$ cat src/rtl/fifo_wr_arbiter.sv
// fifo_wr_arbiter: round-robin arbiter sharing one FIFO write port among N requesters, one grant per packet or MAX_BURST beats
module fifo_wr_arbiter #(
   parameter int N         = 4,
   parameter int WIDTH_D   = 16,
   parameter int MAX_BURST = 16,
   parameter int CNT_W     = 16
) (
   input  logic                   w_clk,
   input  logic                   rst_n,
   input  logic [N-1:0]           req_valid,
   input  logic [N-1:0]           req_last,
   input  logic [N*WIDTH_D-1:0]   req_data,
   output logic [N-1:0]           req_ready,
   input  logic                   w_full,
   output logic                   w_req,
   output logic [WIDTH_D-1:0]     w_data,
   output logic                   gnt_valid,
   output logic [$clog2(N)-1:0]   gnt_id,
   output logic [CNT_W-1:0]       beat_cnt
);
   localparam int IDW = $clog2(N);
   typedef enum logic {IDLE, GRANT} state_t;
   state_t state_q, state_d;
   logic [IDW-1:0] gnt_id_q, gnt_id_d, last_gnt_q, last_gnt_d, pick, idx;
   logic [7:0] burst_q, burst_d;
   logic [CNT_W-1:0] beat_cnt_q, beat_cnt_d;
   logic [WIDTH_D-1:0] slot [N];
   logic found, accept, rel;
   always_comb begin
      found = 1'b0;
      pick = last_gnt_q;
      idx = last_gnt_q;
      for (int k = 1; k <= N; k++) begin
         idx = IDW'((int'(last_gnt_q) + k) % N);
         if (!found && req_valid[idx]) begin
            found = 1'b1;
            pick = idx;
         end
      end
   end
   always_comb begin
      for (int i = 0; i < N; i++) slot[i] = req_data[i*WIDTH_D +: WIDTH_D];
   end
   assign accept    = (state_q == GRANT) && req_valid[gnt_id_q] && !w_full;
   assign rel       = accept && (req_last[gnt_id_q] || burst_q == 8'(MAX_BURST - 1));
   assign gnt_valid = (state_q == GRANT);
   assign gnt_id    = gnt_id_q;
   assign beat_cnt  = beat_cnt_q;
   assign w_req     = accept;
   assign w_data    = (state_q == GRANT) ? slot[gnt_id_q] : '0;
   assign req_ready = (state_q == GRANT && !w_full) ? N'(1) << gnt_id_q : '0;
   always_comb begin
      state_d    = state_q;
      gnt_id_d   = gnt_id_q;
      last_gnt_d = last_gnt_q;
      burst_d    = burst_q;
      beat_cnt_d = beat_cnt_q + CNT_W'(accept);
      if (state_q == IDLE) begin
         if (found) begin
            state_d    = GRANT;
            gnt_id_d   = pick;
            last_gnt_d = pick;
            burst_d    = '0;
         end
      end else if (accept) begin
         burst_d = burst_q + 8'd1;
         state_d = rel ? IDLE : GRANT;
      end
   end
   // last_gnt resets to N-1 so the first search starts at requester 0
   always_ff @(posedge w_clk or negedge rst_n) begin
      if (!rst_n) begin
         state_q    <= IDLE;
         gnt_id_q   <= '0;
         last_gnt_q <= IDW'(N - 1);
         burst_q    <= '0;
         beat_cnt_q <= '0;
      end else begin
         state_q    <= state_d;
         gnt_id_q   <= gnt_id_d;
         last_gnt_q <= last_gnt_d;
         burst_q    <= burst_d;
         beat_cnt_q <= beat_cnt_d;
      end
   end
endmodule

$ cat config.mk
export PLATFORM = sky130hd
export DESIGN_NAME = fifo_wr_arbiter
export DESIGN_NICKNAME = d
export VERILOG_FILES = /design/src/rtl/fifo_wr_arbiter.sv
export SDC_FILE = /design/constraint.sdc
export NUM_CORES = 1
export LEC_CHECK = 0
export CORE_ASPECT_RATIO = 0.75
export CORE_MARGIN = 2
export CORE_UTILIZATION = 38
export DETAILED_ROUTE_END_ITERATION = 10
export GPL_ROUTABILITY_DRIVEN = 0
export PLACE_DENSITY_LB_ADDON = 0.3
export SLEW_MARGIN = 20
export SYNTH_ARGS = -nofsm -noshare
export SYNTH_HDL_FRONTEND = slang
export SYNTH_SLANG_ARGS = --single-unit
$ cat constraint.sdc
create_clock -name w_clk -period 2.6 [get_ports w_clk]
set_input_delay 0.78 -clock w_clk [delete_from_list [all_inputs] [get_ports w_clk]]
set_output_delay 0.78 -clock w_clk [all_outputs]
set_load 0.03 [all_outputs]
==> summary.txt <==
Status
  – Status: finished with violations
  – Failing checks: setup timing

Synthesis
  – Synth Cell Area: ~0.0019 mm²
  – Synth warnings: 0
  – Mapped Avg Cell Area: 11.5 µm²
  – Synthesized net count: 246
  – Yosys cell types: 37
  – Seq/Total Area, Yosys: 37.7%
  – Synth Register Bits: 29
  – Post-Syn Instances: 168

Cells and area
  – Share of cells above drive strength 1: 30.7%
  – Most frequent cells in the layout: dlymetal6s2s_1, clkdlybuf4s50_1, dfrtp_1
  – Filler instances: roughly 360
  – Commonest non-fill, non-tap cell in the layout: dlymetal6s2s_1
  – Design area: around 0.0035 mm²
  – NumNets Final: 380
  – # diodes: 0
  – Layout Utilization: 72.0%
  – Area grow syn2layout: 82.6%

Clocking
  – Total CTS buffers: 5
  – Clock sink count: 29
  – Clock Path Buffers: 2
  – Clock-pin transition on the worst setup and hold timing paths: roughly 0.060 ns
  – CTS Root Cell: clkbuf_8
  – CTS tree: yes
  – Hold-fix buffers at CTS: 0
  – H-tree levels: 2
  – Worst-Skew Late Latency: 0.27 ns

Critical path
  – Worst Path Arrival: 1.93 ns
  – CP max FO: 1
  – Slowest library cell on the worst path: mux4_2
  – Crit start category: primary input
  – Crit path largest cell delay: 0.45 ns
  – WP data required: about 1.8 ns
  – Crit-path cells: clkdlybuf4s50_1 -> mux4_2 -> and2_4 -> buf_6
  – Endpoint type of the worst setup path: output port
  – Worst setup path class: primary input to output port

Timing
  – Min Clock Period, post-route: roughly 2.7 ns
  – Peak Freq: between 300 and 400 MHz
  – Setup Skew: 0.00348 ns
  – Slew headroom: 70.7%
  – Hold Vio Cnt, Final: 0
  – RSZ-0062 raised after global routing: true
  – Max-slew violations: 0
  – Period utilization: 104%
  – Final Setup Violations: 1
  – Hold WS: 0.469 ns
  – Worst Max-Slew Pin Slew: 0.436 ns
  – Final setup margin: -0.114 ns

Global routing
  – Vias in the first global route: 1856
  – Total GRT Usage: 20.6%
  – Largest net degree at the start of global routing: 30
  – First-pass GRT wire length: 9070 µm
  – Gr ovfl total: 0
  – Initial antenna violation count: 0

Routing
  – Post-Route WL: 5970 µm
  – Vias: between 1500 and 2000
  – DRC viols: 0
  – Drt via density: just over 5
  – Drt wl/cell: 16.4 µm
  – Iter 0 DRT Violations: 54
  – ANT nets after route: 0
  – Initial DRT Pass Iterations: 4

Placed design
  – Final HPWL DP: 4660 µm
  – Port buffer count: 114
  – Placed Area: 0.00324 mm²
  – DP Worst Slack: -0.643 ns

Floorplan
  – Die height: 65.8 µm
  – Die area: 0.00568 mm²
  – Core area: 0.00490 mm²
  – FP Rows: 22
  – Starting Density: 39.4%
  – Die X-Extent: 86.3 µm
  – IO Pins: 115

Pwr
  – Lkg Pwr: about 1.9 nW
  – Overall power: 3.37 mW
  – VDD IR max: 0.000628 V
  – Pwr Density: 956 mW/mm²

Flow run
  – Max-cap violations: 0

Worst hold path
  – Hold Crit Class: flop to flop
==> power by group <==
group	switching, mW	total, mW	internal (mW)
combinational	1.05	2.31	1.26
sequential	0.148	0.709	0.560
clock	0.160	0.349	0.190
total	1.36	3.37	2.01
==> per-stage QoR <==
step	std cells	TNS, ns
finish	363	-0.114
global route	363	-0.125
CTS	358	-1.24
detailed placement	350	-8.76
global placement	350	-8.49
floorplan	168	0
==> per-layer routing <==
layer  vias up  track usage (%)  part of all wire (%)
li1        897                -                     -
met3         7             4.27                   3.1
met1       903             27.9                    43
met5         -                0                     0
met4         0             3.52                  0.70
met2        41             34.6                    54
==> final timing paths <==
kind | startpoint | endpoint | slack [ns] | depth (start not counted)
max | req_data[34] | w_data[2] | -0.11 | 4
min | beat_cnt[15]$_DFF_PN0_ | beat_cnt[15]$_DFF_PN0_ | 0.47 | 1
max reg2reg | gnt_id[0]$_DFFE_PN0P_ | beat_cnt[12]$_DFF_PN0_ | 0.42 | 8
min reg2reg | beat_cnt[15]$_DFF_PN0_ | beat_cnt[15]$_DFF_PN0_ | 0.47 | 1
max in group asynchronous | rst_n | last_gnt_q[1]$_DFFE_PN1P_ | 1.40 | 2
min in group asynchronous | rst_n | burst_q[3]$_DFFE_PN0P_ | 0.89 | 2
==> synth_stat cells (all sizes together) <==
library cell	number	area [µm²]
o31ai	1	7.51
nand4	7	43.8
nor3b	1	7.51
nor2b	2	12.5
nor4	2	12.5
xnor2	12	105
and3b	2	17.5
mux2i	3	30.0
a21o	2	15.0
nand2	10	45.0
and4	6	55.1
nor2	6	22.5
a22o	1	8.76
a22oi	2	15.0
a21oi	3	15.0
inv	2	10.0
clkbuf	6	22.5
nand3	8	40.0
and2	18	113
or2	1	6.26
or3	1	6.26
o211ai	2	15.0
nor3	2	10.0
dfstp	2	52.6
xor2	5	43.8
mux4	18	405
o21ai	2	10.0
ha	3	37.5
dfrtp	27	676
o21a	2	15.0
buf	4	25.0
and3	5	31.3
==> final cells by class <==
| type | instances | area [µm²] | share of cell area [%] |
|---|---|---|---|
| repair buffers | 137 | 1430 | 40.7 |
| multi-input cells | 127 | 1200 | 34.0 |
| flip-flops and latches | 29 | 729 | 20.7 |
| clock buffers | 8 | 80.1 | 2.27 |
| well taps | 60 | 75.1 | 2.13 |
| inverters | 2 | 10.0 | 0.284 |
==> state kept, by name, indices dropped and copies added, names as in the netlist <==
| register | cells |
|---|---|
| beat_cnt | 16 |
| burst_q | 8 |
| gnt_id | 2 |
| gnt_valid | 1 |
| last_gnt_q | 2 |
==> cells by family (layout without fill, tap and decap cells) <==
family	after synthesis	count (layout)	share of synthesized area [%]
AND/OR/NAND/NOR	71	71	21.9
AO/OA/AOI/OAI	15	15	5.25
flip-flops	29	29	37.7
XOR/XNOR	17	17	7.71
buffers and inverters	12	147	2.98
adder cells (fa/ha/maj)	3	3	1.94
multiplexers	21	21	22.5
==> repair_timing <==
item,4_1_cts,5_1_grt
setup buffers,0,5
resized for setup,125,52
setup endpoints to repair,18,16
pin swaps,1,0
hold endpoints to repair,0,0
==> critical path, delay by kind of cell <==
kind	cells	cell delay [ns]
buf+inv	2	0.54
simple gates	1	0.17
mux	1	0.45
(Power assumes the default switching activity.)
